--- src/rtl/slot_reel_bank_if.sv ---
// Button and reel-display signals shared between the reel bank and its driver.
interface slot_reel_bank_if #(
   parameter int REELS = 3,
   parameter int SW    = 3
);
   logic                  btn;
   logic [REELS*SW-1:0]   slot_pic;
   logic                  busy;
   logic                  done;
   logic                  win;

   modport master (output btn, input slot_pic, busy, done, win);
   modport slave  (input btn, output slot_pic, busy, done, win);
endinterface

--- src/rtl/slot_reel_bank.sv ---
// Slot-machine reel bank: one button starts the reels and staggers their stops, then reports a win.
// Optional SLOT_AUTOSTOP_EN stops the spin by itself after AUTO_SPIN advances.
module slot_reel_bank #(
   parameter int REELS     = 3,
   parameter int SYMBOLS   = 5,
   parameter int SW        = 3,
   parameter int STOP_GAP  = 4,
   parameter int AUTO_SPIN = 32
) (
   input  logic             clk,
   input  logic             clr,
   slot_reel_bank_if.slave  bus
);
   localparam int STOP_LEN = (REELS - 1) * STOP_GAP;
   localparam int CW       = $clog2(STOP_LEN + 1);
   localparam int NW       = $clog2(AUTO_SPIN + 1);

   typedef enum logic [1:0] {IDLE, SPIN, STOP, RESULT} state_t;
   typedef logic [SW:0] ext_t;

   state_t          state_q, state_d;
   logic            btn_q;
   logic [SW-1:0]   reel_q [REELS];
   logic [SW-1:0]   reel_d [REELS];
   logic [CW-1:0]   stop_cnt_q, stop_cnt_d;
   logic [NW-1:0]   spin_cnt_q, spin_cnt_d;
   logic            win_q, win_d;
   logic            press;
   logic            stop_evt;
   logic [REELS*SW-1:0] pic;

   // Steps never reach SYMBOLS, so a single conditional subtraction wraps correctly.
   function automatic logic [SW-1:0] step(input logic [SW-1:0] v, input int k);
      ext_t s;
      s = ext_t'(v) + ext_t'(k + 1);
      if (s >= ext_t'(SYMBOLS)) s = s - ext_t'(SYMBOLS);
      return s[SW-1:0];
   endfunction

   assign press = btn_q & ~bus.btn;

`ifdef SLOT_AUTOSTOP_EN
   assign stop_evt = press | (spin_cnt_q == NW'(AUTO_SPIN));
`else
   assign stop_evt = press;
`endif

   always_comb begin
      state_d    = state_q;
      stop_cnt_d = stop_cnt_q;
      spin_cnt_d = spin_cnt_q;
      win_d      = win_q;
      for (int k = 0; k < REELS; k++) reel_d[k] = reel_q[k];

      case (state_q)
         IDLE: begin
            if (press) begin
               state_d    = SPIN;
               win_d      = 1'b0;
               spin_cnt_d = '0;
            end
         end
         SPIN: begin
            if (stop_evt) begin
               state_d    = STOP;
               stop_cnt_d = '0;
            end else begin
               for (int k = 0; k < REELS; k++) reel_d[k] = step(reel_q[k], k);
               if (spin_cnt_q != {NW{1'b1}}) spin_cnt_d = spin_cnt_q + 1'b1;
            end
         end
         STOP: begin
            // Reel 0 stays frozen; reel k keeps turning for k*STOP_GAP edges.
            for (int k = 1; k < REELS; k++) begin
               if (stop_cnt_q < CW'(k * STOP_GAP)) reel_d[k] = step(reel_q[k], k);
            end
            stop_cnt_d = stop_cnt_q + 1'b1;
            if (stop_cnt_q == CW'(STOP_LEN - 1)) begin
               state_d = RESULT;
               win_d   = 1'b1;
               for (int k = 1; k < REELS; k++) begin
                  if (reel_d[k] != reel_d[0]) win_d = 1'b0;
               end
            end
         end
         RESULT: state_d = IDLE;
         default: state_d = IDLE;
      endcase
   end

   always_ff @(posedge clk or posedge clr) begin
      if (clr) begin
         state_q    <= IDLE;
         btn_q      <= 1'b1;
         stop_cnt_q <= '0;
         spin_cnt_q <= '0;
         win_q      <= 1'b0;
         for (int k = 0; k < REELS; k++) reel_q[k] <= '0;
      end else begin
         state_q    <= state_d;
         btn_q      <= bus.btn;
         stop_cnt_q <= stop_cnt_d;
         spin_cnt_q <= spin_cnt_d;
         win_q      <= win_d;
         for (int k = 0; k < REELS; k++) reel_q[k] <= reel_d[k];
      end
   end

   always_comb begin
      pic = '0;
      for (int k = 0; k < REELS; k++) pic[k*SW +: SW] = reel_q[k];
   end

   assign bus.slot_pic = pic;
   assign bus.busy     = (state_q == SPIN) || (state_q == STOP);
   assign bus.done     = (state_q == RESULT);
   assign bus.win      = win_q;
endmodule

--- src/flat_wrapper.sv ---
// flat-port wrapper written by rule: the top's interface ports become plain ports
module slot_reel_bank_flat 
#(
   parameter int REELS     = 3,
   parameter int SYMBOLS   = 5,
   parameter int SW        = 3,
   parameter int STOP_GAP  = 4,
   parameter int AUTO_SPIN = 32
)
  (clk, clr, bus_btn, bus_slot_pic, bus_busy, bus_done, bus_win);
  slot_reel_bank_if #(.REELS(REELS), .SW(SW)) bus_i ();
  input  logic clk;
  input  logic clr;
  input wire logic [$bits(bus_i.btn)-1:0] bus_btn;
  output wire logic [$bits(bus_i.slot_pic)-1:0] bus_slot_pic;
  output wire logic [$bits(bus_i.busy)-1:0] bus_busy;
  output wire logic [$bits(bus_i.done)-1:0] bus_done;
  output wire logic [$bits(bus_i.win)-1:0] bus_win;
  assign bus_i.btn = bus_btn;
  assign bus_slot_pic = bus_i.slot_pic;
  assign bus_busy = bus_i.busy;
  assign bus_done = bus_i.done;
  assign bus_win = bus_i.win;
  slot_reel_bank #(.REELS(REELS), .SYMBOLS(SYMBOLS), .SW(SW), .STOP_GAP(STOP_GAP), .AUTO_SPIN(AUTO_SPIN)) u_core (.clk(clk), .clr(clr), .bus(bus_i));
endmodule
--- config.mk ---
export PLATFORM = sky130hd
export DESIGN_NAME = slot_reel_bank_flat
export DESIGN_NICKNAME = d
export VERILOG_FILES = /design/src/rtl/slot_reel_bank_if.sv /design/src/rtl/slot_reel_bank.sv /design/src/flat_wrapper.sv
export SDC_FILE = /design/constraint.sdc
export NUM_CORES = 1
export LEC_CHECK = 0
export ABC_CLOCK_PERIOD_IN_PS = 6100
export CORE_UTILIZATION = 60
export CTS_BUF_LIST = sky130_fd_sc_hd__clkbuf_2 sky130_fd_sc_hd__clkbuf_4 sky130_fd_sc_hd__clkbuf_8
export CTS_CLUSTER_DIAMETER = 100
export DETAILED_ROUTE_END_ITERATION = 8
export PLACE_DENSITY = 0.88
export SYNTH_ARGS = -nofsm -noshare
export SYNTH_HDL_FRONTEND = slang
export SYNTH_SLANG_ARGS = --single-unit
--- constraint.sdc ---
create_clock -name clk -period 6.1 [get_ports clk]
set_clock_uncertainty 0.2 [all_clocks]
set_input_delay 1.22 -clock clk [delete_from_list [all_inputs] [get_ports clk]]
set_output_delay 1.22 -clock clk [all_outputs]
set_load 0.1 [all_outputs]
==> impl_metrics.csv, run 1 <==
group,metric,value,unit
worst_setup_path,cp_max_fo,4,
synth,synth_cell_type_count,42,
die,initial_utilization,66.6,%
synth,synth_xor_area_share,1.93,%
die,ioPinCount,15,
sta,final_max_slew_viol_count,0,
worst_setup_path,critPathBufInv,2,
worst_setup_path,reg2reg_slack,3.39,ns
synth,synth_commonest_cells,"23 x nand2_1, 16 x dfrtp_1, 14 x a21oi_1, 14 x ha_1, 13 x inv_1",
synth,yosys-top-cells-area,"dfrtp_1 29%, ha_1 13%, nand2_1 6.3%, a21oi_1 5.2%, inv_1 3.6%",
synth,ys_seq_area_share,31.4,%
detailed_routing,first_iter_violations,26,
synth,synth_top_family_by_area,"compound AO/OA/AOI/OAI gates",
clock_network,ctsHoldBuffers,0,
worst_setup_path,slowest_stage,"clkdlybuf4s50_1",
synth,yosysTopAreaCell,"dfrtp_1",
clock_network,numCtsBuffers,3,
sta,min_period,3.66,ns
die,dieArea,2460,um^2
layout,antenna_cells,0,
detailed_routing,dr.pass1.iters,4,
synth,synth_simple_gate_area_share,17.3,%
sta,tightestPinTransition,0.967,ns
synth,syn_area,1360,um^2
synth,ys_warn_count,0,
detailed_routing,routedWlPerCell,13.8,um
synth,async_flop_share,100,%
clock_network,cts_tree,"built",
worst_setup_path,worstSetupPathType,"reg2out",
synth,synth-seq-cells,17,
worst_setup_path,crit_chain,"inv_1, ha_1, clkdlybuf4s50_1",
worst_setup_path,cp_data_required_time,4.68,ns
synth,netlist_instances,158,
worst_setup_path,reg2reg_from,"u_core.bus.slot_pic[4]",
placed_design,globalplace.congestion,0.823,
detailed_routing,ant_nets,0,
flow_run,drv_cap,0,
worst_setup_path,cp-start-kind,"flip-flop",
synth,synth_compound_area_share,23.4,%
sta,max_freq,0.273,GHz
clock_network,root_buffer,"clkbuf_4",
synth,synth-edff-count,0,
sta,setup_violations,0,
sta,min_period_over_period,60.0,%
layout,drive_gt1_share,6.43,%
clock_network,clock_latency,0.30,ns
worst_setup_path,r2r_end,"u_core.bus.win",
grt,grt_pass1_vias,1102,
grt,grt_remaining_overflow,0,
clock_network,clock-sinks,17,
layout,synthToLayoutAreaGrowth,12.3,%
worst_setup_path,critPathArrivalTime,2.24,ns
worst_hold_path,hold_path.startpoint,"u_core.bus.win",
clock_network,cts_htree_levels,1,
synth,synth_fa_ha_area_share,14.4,%
die,placementRows,16,
sta,rsz0062_at_grt,"false",
layout,layout.nets,190,
placed_design,dp_hpwl,2.05,mm
worst_hold_path,hold_depth,2,
detailed_routing,vias,1164,
synth,synth_area_per_cell,8.61,um^2
placed_design,portBuffers,14,
layout,multi_input_area,848,um^2
clock_network,post_cts_buffers,0,
worst_hold_path,hold_class,"reg2reg",
placed_design,post-place-ws,2.79,ns
layout,nFillCells,161,
worst_setup_path,r2r_cells,8,
grt,grt_usage,26.0,%
layout,final-seq-area,427,um^2
detailed_routing,viasPerCell,5.88,
grt,grt_start_max_net_pins,18,
worst_hold_path,holdPathEnd,"u_core.bus.win",
detailed_routing,drc,0,
die,die_h,49.6,um
grt,antenna_found_initial,0,
synth,ys.flop_type,"dfrtp_1",
clock_network,clock_path_buffers,2,
worst_setup_path,crit_path_max_incr_delay,1.13,ns
clock_network,cts.repair.resized,0,
die,core,2040,um^2
worst_setup_path,endpoint_kind,"output pin",
sta,hold_viol_final,0,
sta,maxSlewHeadroom,35.4,%
run_status,run_status,"complete, no violations",
sta,finalSetupTns,0,ns
die,die_width,49.6,um
synth,synth_top_area_share,29.4,%
detailed_routing,drt-total-wl,2.73,mm
synth,synth_mux_area_share,5.43,%
synth,synthMostInstantiatedCell,"nand2_1",
sta,setup_slack,2.44,ns
worst_setup_path,critPathTopFamily,"buffers and inverters",
synth,synthesis.nets,176,
clock_network,clk_pin_slew,0.10,ns
grt,grt_pass1_wl,4.84,mm
[layer usage]
layer / share of wire, % / vias to the layer above / GRT usage [%]
met4: 2.2 / 0 / 15.2
met5: 0 / - / 0
li1: - / 582 / -
met3: 4.5 / 5 / 4.63
met1: 44 / 544 / 31.4
met2: 50 / 33 / 42.8
[state kept, by name, summed over array words and instances (netlist names)]
| signal | cells |
|---|---|
| u_core.bus.slot_pic | 9 |
| u_core.stop_cnt_q | 4 |
| u_core.state_q | 2 |
| u_core.btn_q | 1 |
| u_core.bus.win | 1 |
[worst max-delay path by stage]
stage | cells after the start | from | to
2_1_floorplan | 8 | u_core.bus.slot_pic[4] | u_core.bus.win
3_3_place_gp | 3 | u_core.state_q[0] | bus_busy
3_5_place_dp | 3 | u_core.state_q[0] | bus_busy
4_1_cts | 3 | u_core.state_q[0] | bus_busy
5_1_grt | 3 | u_core.state_q[0] | bus_busy
6_report | 3 | u_core.state_q[0] | bus_busy
[cell usage in the layout, fill, tap and decap left out, drive strengths merged, types with 4 or more instances in the layout]
master	instances
dfrtp	16
a21oi	14
nand3	4
nand2	23
inv	13
clkbuf	4
ha	14
nor2	10
mux2i	4
or3	4
o21ai	9
clkdlybuf4s50	14
[metrics by stage]
| step | hold WS, ns | util, % | cells | instance area (um^2) |
|---|---|---|---|---|
| after global placement | 0.283 | 73.3 | 194 | 1500 |
| after floorplan | 0.285 | - | 158 | 1360 |
| after global routing | 0.338 | 74.8 | 198 | 1530 |
| after CTS | 0.315 | 74.8 | 198 | 1530 |
| after detailed placement | 0.292 | 73.3 | 194 | 1500 |
| final | 0.319 | 74.8 | 198 | 1530 |
[cell type report]
cell class              instances  share of cell area [%]
repair buffers                 14                    9.17
well taps                      27                    2.21
inverters                      13                    3.19
clock buffers                   4                    1.97
multi-input cells             123                    55.5
flip-flops and latches         17                    27.9
[worst reg2reg max path: cells and delay by family, from the launching register on]
family | cells | cell delay [ns]
muxes | 1 | 0.12
DFF | 1 | 0.53
buffers and inverters | 1 | 0.05
and+or+nand+nor | 1 | 0.33
adders and majority gates | 2 | 0.63
AOI/OAI and AO/OA | 3 | 0.76
[logic make-up after synthesis]
group,count (synthesis)
multiplexers,7
flip-flops,17
XOR/XNOR,3
AO/OA/AOI/OAI,46
buffers and inverters,18
AND/OR/NAND/NOR,52
adder cells (fa/ha/maj),15
Power of run 1 is not shown: default switching activity piles up to over one toggle a cycle in this logic, so the estimate is an artifact.
==> inputs of run 2 (changes only) <==
--- a/config.mk
+++ b/config.mk
@@ -5,12 +5,12 @@
 export SDC_FILE = /design/constraint.sdc
 export NUM_CORES = 1
 export LEC_CHECK = 0
-export ABC_CLOCK_PERIOD_IN_PS = 6100
-export CORE_UTILIZATION = 60
+export ABC_CLOCK_PERIOD_IN_PS = 3600
+export CORE_UTILIZATION = 58
 export CTS_BUF_LIST = sky130_fd_sc_hd__clkbuf_2 sky130_fd_sc_hd__clkbuf_4 sky130_fd_sc_hd__clkbuf_8
 export CTS_CLUSTER_DIAMETER = 100
 export DETAILED_ROUTE_END_ITERATION = 8
-export PLACE_DENSITY = 0.88
+export PLACE_DENSITY = 0.86
 export SYNTH_ARGS = -nofsm -noshare
 export SYNTH_HDL_FRONTEND = slang
 export SYNTH_SLANG_ARGS = --single-unit
==> constraint.sdc (replaced) <==
create_clock -name clk -period 3.6 [get_ports clk]
set_clock_uncertainty 0.2 [all_clocks]
set_input_delay 0.72 -clock clk [delete_from_list [all_inputs] [get_ports clk]]
set_output_delay 0.72 -clock clk [all_outputs]
set_load 0.1 [all_outputs]
==> impl_metrics.csv, run 2 (synthesized netlist as in run 1, its figures left out) <==
group,metric,value,unit
run_status,run_status,"complete, no violations",
clock_network,clock_latency,0.30,ns
sta,maxSlewHeadroom,54.7,%
layout,synthToLayoutAreaGrowth,10.0,%
grt,grt_pass1_vias,1131,
detailed_routing,vias,1179,
clock_network,root_buffer,"clkbuf_4",
clock_network,ctsHoldBuffers,0,
layout,final_common_cell,"nand2_1",
die,initial_utilization,61.5,%
sta,min_period_over_period,73.5,%
die,core,2210,um^2
layout,drive_gt1_share,13.5,%
sta,setup_slack,0.955,ns
grt,grt_remaining_overflow,0,
detailed_routing,dr.pass1.iters,4,
sta,rsz0062_at_grt,"false",
layout,layout.nets,190,
clock_network,cts_htree_levels,1,
placed_design,portBuffers,14,
sta,finalSetupTns,0,ns
clock_network,clock-sinks,17,
layout,layout_common_cells,"23 x nand2_1, 16 x dfrtp_1, 14 x a21oi_1, 14 x ha_1, 13 x inv_1",
worst_hold_path,hold_depth,2,
clock_network,numCtsBuffers,3,
grt,antenna_found_initial,0,
sta,setup_violations,0,
detailed_routing,drc,0,
detailed_routing,viasPerCell,5.92,
worst_setup_path,worstSetupPathType,"reg2reg",
worst_setup_path,cp_max_fo,9,
worst_setup_path,r2r_end,"u_core.bus.win",
die,placementRows,17,
placed_design,post-place-ws,0.991,ns
grt,grt_pass1_wl,4.97,mm
grt,grt_usage,25.7,%
sta,final_max_slew_viol_count,0,
clock_network,cts.repair.resized,0,
clock_network,post_cts_buffers,0,
sta,hold_viol_final,0,
detailed_routing,drt-total-wl,2.82,mm
clock_network,clock_path_buffers,2,
sta,min_period,2.65,ns
layout,antenna_cells,0,
placed_design,globalplace.congestion,0.771,
layout,largest_reg_flops,9,
clock_network,cts_tree,"built",
worst_setup_path,cp-start-kind,"flip-flop",
layout,final-seq-area,427,um^2
worst_setup_path,critPathArrivalTime,2.65,ns
worst_setup_path,r2r_cells,8,
clock_network,clk_pin_slew,0.11,ns
detailed_routing,routedWlPerCell,14.2,um
grt,grt_start_max_net_pins,18,
worst_setup_path,reg2reg_from,"u_core.bus.slot_pic[4]",
worst_setup_path,reg2reg_slack,0.95,ns
flow_run,drv_cap,0,
worst_setup_path,endpoint_kind,"flip-flop",
die,die_width,50.4,um
worst_setup_path,cp-endpoint,"u_core.bus.win",
layout,multi_input_area,848,um^2
die,die_h,50.4,um
worst_hold_path,hold_class,"reg2reg",
die,dieArea,2540,um^2
layout,nFillCells,182,
sta,tightestPinTransition,0.678,ns
detailed_routing,ant_nets,0,
sta,max_freq,0.378,GHz
worst_setup_path,cp_data_required_time,3.61,ns
detailed_routing,first_iter_violations,21,
die,ioPinCount,15,
placed_design,dp_hpwl,2.11,mm
worst_setup_path,cp-startpoint,"u_core.bus.slot_pic[4]",
## run 2: worst min-delay path by stage
| stage | from | end |
|---|---|---|
| final | u_core.bus.win | u_core.bus.win |
| after CTS | u_core.bus.win | u_core.bus.win |
| after floorplan | u_core.stop_cnt_q[0] | u_core.stop_cnt_q[0] |
| after global placement | u_core.bus.win | u_core.bus.win |
| after global routing | u_core.bus.win | u_core.bus.win |
| after detailed placement | u_core.bus.win | u_core.bus.win |
## run 2: critical path, stage by stage (launching register included)
cell and delay (ns):
dfrtp_1 0.55, ha_1 0.21, inv_1 0.04, fa_1 0.41, a21o_1 0.20, or3_1 0.33
a31oi_1 0.17, mux2i_1 0.11, o41ai_2 0.33
## run 2: per-layer routing
| metal | global-route usage (%) | vias up | routed length (um) |
|---|---|---|---|
| met2 | 44.0 | 31 | 1400 |
| met5 | 0 | - | 0 |
| met1 | 32.6 | 557 | 1240 |
| li1 | - | 582 | - |
| met3 | 4.24 | 9 | 108 |
| met4 | 8.80 | 0 | 68 |
## run 2: stage by stage
step / utilization, % / std cells / hold WS (ns) / instance area [um^2]
5_1_grt: 67.6 / 199 / 0.345 / 1500
2_1_floorplan: - / 158 / 0.285 / 1360
3_3_place_gp: 66.4 / 195 / 0.281 / 1470
3_5_place_dp: 66.4 / 195 / 0.307 / 1470
4_1_cts: 67.6 / 199 / 0.332 / 1500
6_report: 67.6 / 199 / 0.338 / 1500
## run 2: layout make-up
cell class,instances,area share [%]
Multi-Input combinational cell,123,56.7
Tap cell,28,2.34
Timing Repair Buffer,14,7.36
Sequential cell,17,28.5
Clock buffer,3,1.51
Clock inverter,1,0.334
Inverter,13,3.26
Power of run 2 is left out for the same reason.
